<file path="config.mk">
export PLATFORM = sky130hd
export DESIGN_NAME = l2_cache_control_flat
export DESIGN_NICKNAME = d
export VERILOG_FILES = /design/src/rtl/l2_cache_if.sv /design/src/rtl/l2_cache_control.sv /design/src/flat_wrapper.sv
export SDC_FILE = /design/constraint.sdc
export NUM_CORES = 1
export LEC_CHECK = 0
export ABC_AREA = 1
export BUFFER_PORTS_ARGS = -buffer_cell sky130_fd_sc_hd__buf_2
export CAP_MARGIN = 0
export CELL_PAD_IN_SITES_DETAIL_PLACEMENT = 0
export CELL_PAD_IN_SITES_GLOBAL_PLACEMENT = 1
export CORE_MARGIN = 1.5
export CORE_UTILIZATION = 25
export CTS_CLUSTER_SIZE = 10
export DETAILED_ROUTE_END_ITERATION = 12
export PLACE_DENSITY = 0.95
export SYNTH_ARGS = -nofsm -noshare
export SYNTH_HDL_FRONTEND = slang
export SYNTH_SLANG_ARGS = --single-unit
</file>
<file path="constraint.sdc">
create_clock -name clk -period 3.35 [get_ports clk]
set_clock_uncertainty 0.1 [all_clocks]
set_input_delay 0.335 -clock clk [delete_from_list [all_inputs] [get_ports clk]]
set_output_delay 0.335 -clock clk [all_outputs]
set_load 0.05 [all_outputs]
</file>
<file path="src/rtl/l2_cache_if.sv">
// ----------------------------------------------------------------------------
// l2_cache_if
// Bundle of the signals between the L2 sequencing controller and its
// neighbours: the L1-side request, the datapath (comparators and way arrays)
// and physical memory.
//   master : upstream, datapath and pmem side; drives requests and array status
//   slave  : l2_cache_control; drives response, array strobes and pmem requests
// Parameters: WAYS (2 or 4), S_INDEX (set index width).
// ----------------------------------------------------------------------------
interface l2_cache_if #(
    parameter int WAYS    = 2,
    parameter int S_INDEX = 3
);
    // upstream request
    logic               mem_read;
    logic               mem_write;
    logic [31:0]        mem_byte_en;
    logic               mem_resp;
    // datapath status for the indexed set
    logic [S_INDEX-1:0] index;
    logic [WAYS-1:0]    hit_vec;
    logic [WAYS-1:0]    valid_vec;
    logic [WAYS-1:0]    dirty_vec;
    // way array control
    logic [WAYS-1:0]    way_sel;
    logic [WAYS-1:0]    tag_load;
    logic [WAYS-1:0]    dirty_load;
    logic               dirty_val;
    logic [31:0]        data_be;
    logic [WAYS-1:0]    data_we;
    logic               data_src;
    logic               addr_src;
    // physical memory
    logic               pmem_read;
    logic               pmem_write;
    logic               pmem_resp;
    // performance counters
    logic [31:0]        hit_count;
    logic [31:0]        miss_count;

    modport master (
        output mem_read, mem_write, mem_byte_en, index, hit_vec, valid_vec,
               dirty_vec, pmem_resp,
        input  mem_resp, way_sel, tag_load, dirty_load, dirty_val, data_be,
               data_we, data_src, addr_src, pmem_read, pmem_write,
               hit_count, miss_count
    );

    modport slave (
        input  mem_read, mem_write, mem_byte_en, index, hit_vec, valid_vec,
               dirty_vec, pmem_resp,
        output mem_resp, way_sel, tag_load, dirty_load, dirty_val, data_be,
               data_we, data_src, addr_src, pmem_read, pmem_write,
               hit_count, miss_count
    );
endinterface

</file>
<file path="src/rtl/l2_cache_control.sv">
// ----------------------------------------------------------------------------
// l2_cache_control
// Sequencing FSM for a set-associative L2 array. Serves one upstream request
// at a time: hit check, dirty-victim writeback, line fetch, then a replay of
// the compare which is guaranteed to hit. Owns the per-set tree-PLRU bits and
// the victim choice.
// Ports:
//   clk  - clock
//   rst  - synchronous reset, active-low (0 = reset)
//   bus  - l2_cache_if.slave: upstream request/response, datapath status,
//          way strobes, pmem handshake, performance counters
// Optional feature: define L2_PERF_CNT_EN to build saturating hit/miss
// counters; otherwise hit_count and miss_count are tied to 0.
// ----------------------------------------------------------------------------
module l2_cache_control #(
    parameter int WAYS    = 2,
    parameter int S_INDEX = 3
) (
    input  logic        clk,
    input  logic        rst,
    l2_cache_if.slave   bus
);
    localparam int NUM_SETS = 2 ** S_INDEX;
    localparam int WIDX     = $clog2(WAYS);
    localparam int PLRU_W   = WAYS - 1;

    typedef enum logic [1:0] {IDLE, COMPARE, WRITEBACK, FETCH} state_t;

    state_t            state;
    logic [PLRU_W-1:0] plru [NUM_SETS];
    logic [WIDX-1:0]   victim;
    logic              pmem_read_q;
    logic              pmem_write_q;
    logic              addr_src_q;

    // Tree PLRU: bit0 is the root (0 = left pair), bit1/bit2 pick within the
    // left/right pair. For two ways bit0 directly names the victim.
    function automatic logic [WIDX-1:0] plru_victim(input logic [PLRU_W-1:0] bits);
        logic [2:0] b;
        b = 3'(bits);
        if (WAYS == 2) return WIDX'(b[0]);
        return b[0] ? WIDX'({1'b1, b[2]}) : WIDX'({1'b0, b[1]});
    endfunction

    // Point every tree node on the path to the accessed way away from it.
    function automatic logic [PLRU_W-1:0] plru_touch(input logic [PLRU_W-1:0] bits,
                                                     input logic [WIDX-1:0]   way);
        logic [2:0] b;
        logic [1:0] w;
        b = 3'(bits);
        w = 2'(way);
        if (WAYS == 2) begin
            b[0] = ~w[0];
        end else begin
            b[0] = ~w[1];
            if (w[1]) b[2] = ~w[0];
            else      b[1] = ~w[0];
        end
        return PLRU_W'(b);
    endfunction

    function automatic logic [WIDX-1:0] lowest(input logic [WAYS-1:0] v);
        logic [WIDX-1:0] r;
        r = '0;
        for (int i = WAYS - 1; i >= 0; i--) if (v[i]) r = WIDX'(i);
        return r;
    endfunction

    logic            req;
    logic            hit;
    logic [WIDX-1:0] hit_way;
    logic [WIDX-1:0] miss_victim;
    logic            miss_dirty;
    logic [WAYS-1:0] hit_oh;
    logic [WAYS-1:0] victim_oh;

    // A simultaneous read and write is served as a write.
    assign req         = bus.mem_read | bus.mem_write;
    assign hit         = |bus.hit_vec;
    assign hit_way     = lowest(bus.hit_vec);
    assign miss_victim = (~bus.valid_vec != '0) ? lowest(~bus.valid_vec)
                                                : plru_victim(plru[bus.index]);
    assign miss_dirty  = bus.valid_vec[miss_victim] & bus.dirty_vec[miss_victim];
    assign hit_oh      = WAYS'(1) << hit_way;
    assign victim_oh   = WAYS'(1) << victim;

    // NOTE: non-blocking assignments for all state so every flop samples the
    // pre-edge values regardless of statement order.
    always_ff @(posedge clk) begin
        if (!rst) begin
            state        <= IDLE;
            victim       <= '0;
            pmem_read_q  <= 1'b0;
            pmem_write_q <= 1'b0;
            addr_src_q   <= 1'b0;
            // NOTE: the PLRU store is cleared on reset because a known victim
            // order after reset is part of the block's behaviour.
            for (int s = 0; s < NUM_SETS; s++) plru[s] <= '0;
        end else begin
            case (state)
                IDLE: if (req) state <= COMPARE;
                COMPARE: begin
                    if (!req) begin
                        // requester went away during the miss; drop the replay
                        state <= IDLE;
                    end else if (hit) begin
                        plru[bus.index] <= plru_touch(plru[bus.index], hit_way);
                        state           <= IDLE;
                    end else begin
                        victim <= miss_victim;
                        if (miss_dirty) begin
                            state        <= WRITEBACK;
                            pmem_write_q <= 1'b1;
                            addr_src_q   <= 1'b1;
                        end else begin
                            state       <= FETCH;
                            pmem_read_q <= 1'b1;
                        end
                    end
                end
                WRITEBACK: if (bus.pmem_resp) begin
                    state        <= FETCH;
                    pmem_write_q <= 1'b0;
                    addr_src_q   <= 1'b0;
                    pmem_read_q  <= 1'b1;
                end
                FETCH: if (bus.pmem_resp) begin
                    state       <= COMPARE;
                    pmem_read_q <= 1'b0;
                end
                default: state <= IDLE;
            endcase
        end
    end

    assign bus.pmem_read  = pmem_read_q;
    assign bus.pmem_write = pmem_write_q;
    assign bus.addr_src   = addr_src_q;

    // Strobes that must land in the same cycle as hit_vec / pmem_resp are
    // decoded here; they are held off while reset is asserted.
    always_comb begin
        // NOTE: every output gets a default first, so no path leaves one
        // unassigned and no latch is inferred.
        bus.mem_resp   = 1'b0;
        bus.way_sel    = '0;
        bus.tag_load   = '0;
        bus.dirty_load = '0;
        bus.dirty_val  = 1'b0;
        bus.data_be    = '0;
        bus.data_we    = '0;
        bus.data_src   = 1'b0;
        if (rst) begin
            case (state)
                COMPARE: if (req && hit) begin
                    bus.mem_resp = 1'b1;
                    bus.way_sel  = hit_oh;
                    if (bus.mem_write) begin
                        bus.data_we    = hit_oh;
                        bus.data_be    = bus.mem_byte_en;
                        bus.dirty_load = hit_oh;
                        bus.dirty_val  = 1'b1;
                    end
                end
                WRITEBACK: bus.way_sel = victim_oh;
                FETCH: if (bus.pmem_resp) begin
                    bus.tag_load   = victim_oh;
                    bus.data_we    = victim_oh;
                    bus.data_be    = 32'hFFFF_FFFF;
                    bus.data_src   = 1'b1;
                    bus.dirty_load = victim_oh;
                end
                default: ;
            endcase
        end
    end

`ifdef L2_PERF_CNT_EN
    logic [31:0] hit_cnt;
    logic [31:0] miss_cnt;
    logic        replay;

    // replay marks the compare that follows a fill so it is not counted as a hit
    always_ff @(posedge clk) begin
        if (!rst) begin
            hit_cnt  <= '0;
            miss_cnt <= '0;
            replay   <= 1'b0;
        end else begin
            if (state == FETCH && bus.pmem_resp) replay <= 1'b1;
            else if (state == COMPARE)           replay <= 1'b0;
            if (state == COMPARE && req && hit && !replay && hit_cnt != 32'hFFFF_FFFF)
                hit_cnt <= hit_cnt + 32'd1;
            if (state == COMPARE && req && !hit && miss_cnt != 32'hFFFF_FFFF)
                miss_cnt <= miss_cnt + 32'd1;
        end
    end

    assign bus.hit_count  = hit_cnt;
    assign bus.miss_count = miss_cnt;
`else
    assign bus.hit_count  = '0;
    assign bus.miss_count = '0;
`endif

endmodule
</file>
<file path="src/flat_wrapper.sv">
// flat-port wrapper written by rule: the top's interface ports become plain ports
module l2_cache_control_flat 
#(
    parameter int WAYS    = 2,
    parameter int S_INDEX = 3
)
  (clk, rst, bus_mem_read, bus_mem_write, bus_mem_byte_en, bus_index, bus_hit_vec, bus_valid_vec, bus_dirty_vec, bus_pmem_resp, bus_mem_resp, bus_way_sel, bus_tag_load, bus_dirty_load, bus_dirty_val, bus_data_be, bus_data_we, bus_data_src, bus_addr_src, bus_pmem_read, bus_pmem_write, bus_hit_count, bus_miss_count);
  l2_cache_if #(.WAYS(WAYS), .S_INDEX(S_INDEX)) bus_i ();
  input  logic clk;
  input  logic rst;
  input wire logic [$bits(bus_i.mem_read)-1:0] bus_mem_read;
  input wire logic [$bits(bus_i.mem_write)-1:0] bus_mem_write;
  input wire logic [$bits(bus_i.mem_byte_en)-1:0] bus_mem_byte_en;
  input wire logic [$bits(bus_i.index)-1:0] bus_index;
  input wire logic [$bits(bus_i.hit_vec)-1:0] bus_hit_vec;
  input wire logic [$bits(bus_i.valid_vec)-1:0] bus_valid_vec;
  input wire logic [$bits(bus_i.dirty_vec)-1:0] bus_dirty_vec;
  input wire logic [$bits(bus_i.pmem_resp)-1:0] bus_pmem_resp;
  output wire logic [$bits(bus_i.mem_resp)-1:0] bus_mem_resp;
  output wire logic [$bits(bus_i.way_sel)-1:0] bus_way_sel;
  output wire logic [$bits(bus_i.tag_load)-1:0] bus_tag_load;
  output wire logic [$bits(bus_i.dirty_load)-1:0] bus_dirty_load;
  output wire logic [$bits(bus_i.dirty_val)-1:0] bus_dirty_val;
  output wire logic [$bits(bus_i.data_be)-1:0] bus_data_be;
  output wire logic [$bits(bus_i.data_we)-1:0] bus_data_we;
  output wire logic [$bits(bus_i.data_src)-1:0] bus_data_src;
  output wire logic [$bits(bus_i.addr_src)-1:0] bus_addr_src;
  output wire logic [$bits(bus_i.pmem_read)-1:0] bus_pmem_read;
  output wire logic [$bits(bus_i.pmem_write)-1:0] bus_pmem_write;
  output wire logic [$bits(bus_i.hit_count)-1:0] bus_hit_count;
  output wire logic [$bits(bus_i.miss_count)-1:0] bus_miss_count;
  assign bus_i.mem_read = bus_mem_read;
  assign bus_i.mem_write = bus_mem_write;
  assign bus_i.mem_byte_en = bus_mem_byte_en;
  assign bus_i.index = bus_index;
  assign bus_i.hit_vec = bus_hit_vec;
  assign bus_i.valid_vec = bus_valid_vec;
  assign bus_i.dirty_vec = bus_dirty_vec;
  assign bus_i.pmem_resp = bus_pmem_resp;
  assign bus_mem_resp = bus_i.mem_resp;
  assign bus_way_sel = bus_i.way_sel;
  assign bus_tag_load = bus_i.tag_load;
  assign bus_dirty_load = bus_i.dirty_load;
  assign bus_dirty_val = bus_i.dirty_val;
  assign bus_data_be = bus_i.data_be;
  assign bus_data_we = bus_i.data_we;
  assign bus_data_src = bus_i.data_src;
  assign bus_addr_src = bus_i.addr_src;
  assign bus_pmem_read = bus_i.pmem_read;
  assign bus_pmem_write = bus_i.pmem_write;
  assign bus_hit_count = bus_i.hit_count;
  assign bus_miss_count = bus_i.miss_count;
  l2_cache_control #(.WAYS(WAYS), .S_INDEX(S_INDEX)) u_core (.clk(clk), .rst(rst), .bus(bus_i));
endmodule
</file>
==> impl_results.md <==
* Status: complete, no violations
* Starting DRT DRC Count at 76
* Mapped Cells at ~300
* Worst endpoint required time at approximately 2900 ps
* Initial Util at about a quarter
* Post-route cell area at ~2100 um^2
* CTS tree: built
* Worst hold path stage count at 3
* CP Max Fanout at 32
* Cell with the largest stage delay on the worst path: dfxtp_1
* H-tree levels at 1
* Worst Path Arrival at between 2000 and 2500 ps
* TritonRoute pass-1 iters at 4
* Initial antenna violation count at 0
* CP startpoint: u_core.state[1]
* Slew Viols, Final at 0
* Die width at between 80 and 90 um
* Most used flip-flop cell after synthesis: dfxtp_1
* YS warnings at 0
* Die area at about 7600 um^2
* Ys async rst share at 0%
* Total detailed-routing wirelength at 4532 um
* Setup ws final at about 900 ps
* IO buf count at between 90 and 100
* Vias in the first global route at 1450
* Fin crit share at 73.69%
* Overflow after GRT at 0
* Worst-Skew Late Latency at around 250 ps
* # diodes at 0
* CTS resizes at 0
* Worst slew pin tran at just under 700 ps
* Largest net degree at the start of global routing at 43
* Achievable Freq at between 400 and 500 MHz
* Final min period at about 2500 ps
* Pwr per Cell Area at 321.1 nW/um^2
* DRC errors left at 0
* RSZ-0062 raised after global routing: no
* Netlist cell types at 25
* Most frequent CP cell: nand2_1
* Post-placement cell area at between 2000 and 2500 um^2
* First-pass GRT wire length at approximately 6600 um
* Final Wtd Congestion at about 0.83
* Fraction of layout cells with a size suffix above 1 at approximately 29%
* Post-synthesis register bit count at 13
* Tot GR Track Use at 10.97%
* Final setup TNS at 0 ps
* Final-layout fill cell count at slightly below 800
* Std-Cell Rows at 30
* Area Growth Syn to Fin at 18.47%
* Worst-case clock buffer depth at 2
* Synth top area cells: buf_4 (28%), dfxtp_1 (15%), nand2_1 (13%)
* Post-synth top area share at 28.45%
* Worst r2r path cells at 9
* Hold Path End: u_core.victim
* Sequential fraction of the synthesis area at approximately 15%
* Critical path, cell by cell: inv_1 -> ha_1 -> nand2_1 -> nor2_2 -> buf_4 -> nand2_1 -> a21oi_1 -> buf_2
* Num CTS Buffers at 3
* Antenna-violating nets left at 0
* CTS root buf: clkbuf_8
* Worst vdd ir at 0.09055 mV
* Critical path type: flop to primary output
* # clock sinks at 13
* Syn_area_per_cell at 6.013 um^2
* Die Height at just under 90 um
* Reg-to-reg endpoint: u_core.plru[5]
* Rel. slew slack at between 50% and 60%
* Nets@finish at between 400 and 500
* Drt wl/cell at ~9.6 um
* Hold Buf Count CTS at 0
* CP max stage delay at ~330 ps
* Post-synth top area cell: buf_4
* Post-Syn Area at approximately 1800 um^2
* Post-synth top cells: buf_4 (67), nand2_1 (63), a21oi_1 (36), inv_1 (28), nor2_1 (19)
* Via Count at approximately 1900
* EDFF count, synth at 0
* Placed cell count at 468
* Core Footprint at roughly 7000 um^2
* CP endpoint kind: primary output
* Startpoint class of the critical path: flop
* Final setup viols at 0
* IO Count at 156
* Static leakage at roughly 1.2 nW
* Post-DR vias/cell at between 4 and 5
* Post-CTS Setup Bufs at 0
* Worst hold-check path type: input pin to flop
* Most common cell in the netlist: buf_4
* Critical hold path startpoint: bus_valid_vec[0]
* CTS clk-pin slew, worst paths at about 60 ps
* Reg-to-reg startpoint: u_core.state[1]
* Dpl hpwl at 3582 um
* Flop2flop setup slack at between 1500 and 2000 ps
* MaxCap Viol Count at 0
* Final hold vios at 0
* Final std cells w/o fill at 472
* Setup WS pre-CTS at roughly 1100 ps
## state kept, by name, summed over array words and instances (netlist names)
register               count
u_core.victim              1
u_core.bus.pmem_write      1
u_core.state               2
u_core.bus.pmem_read       1
u_core.plru                8
## critical path: cells and delay by family, from the launching register on
kind                       cells  cell delay [ps]
buffers and inverters          3              690
and+or+nand+nor                3              350
DFF                            1              330
adders and majority gates      1              270
AOI/OAI and AO/OA              1              140
## worst max-delay path by stage
stage	end	slack [ps]
2_1_floorplan	bus_way_sel[0]	830
3_3_place_gp	bus_data_be[23]	1190
3_5_place_dp	bus_data_be[22]	1150
4_1_cts	bus_data_be[24]	870
5_1_grt	bus_data_be[29]	650
6_report	bus_data_be[24]	880
## cells in the final DEF (no fill, tap or decap)
master and n:
a211oi_1 1, a21oi_1 36, a22oi_1 3, a31oi_1 1
buf_2 91, buf_4 2, clkbuf_8 3, clkinv_2 1
conb_1 64, dfxtp_1 13, ha_1 5, inv_1 28
inv_2 2, nand2_1 63, nand2_2 2, nand3_1 14
nand3_2 3, nand4_1 2, nor2_1 18, nor2_2 3
nor3_1 5, nor3_2 1, o21ai_0 12, o21ai_1 1
o21bai_2 1, or2_1 1
## cell families after synthesis
kind of cell	share of synthesized area (%)
AND/OR/NAND/NOR	27.53
buffers and inverters	37.44
AO/OA/AOI/OAI	16.56
flip-flops	14.72
adder cells (fa/ha/maj)	3.539
other	0.2121
## power breakdown
group          switching [mW]  leakage [nW]  internal [mW]  total (mW)
logic                   0.299          1.05         0.0587       0.357
clock network          0.0661        0.0255         0.0825       0.149
registers             0.00485         0.106          0.162       0.167
## area by class of cell
cell class | instances | area [um^2] | area share [%]
Inverter | 30 | 112.6 | 5.376
Tap cell | 96 | 120.1 | 5.735
Multi-Input combinational cell | 236 | 1085 | 51.79
Clock inverter | 1 | 5.005 | 0.2389
Clock buffer | 3 | 41.29 | 1.971
Timing Repair Buffer | 93 | 470.5 | 22.46
Sequential cell | 13 | 260.3 | 12.43
## metal layers
layer	GRT usage [%]	wire (um)	up-vias
li1	-	-	968
met1	13.47	1905	837
met2	19.59	2291	83
met3	1.611	281	5
met4	3.463	53	0
met5	0	0	-
## through the flow
| stage | hold WS, ps | total power [mW] | utilization (%) |
|---|---|---|---|
| CTS | 297.6 | 0.6762 | 30.66 |
| global route | 311.3 | 0.7067 | 30.66 |
| detailed placement | 375.5 | 0.5258 | 29.98 |
| finish | 287.3 | 0.6726 | 30.66 |
| floorplan | 348.3 | 0.5256 | - |
| global placement | 358.6 | 0.5235 | 29.98 |
No activity file was read; power rests on OpenSTA's default activity.
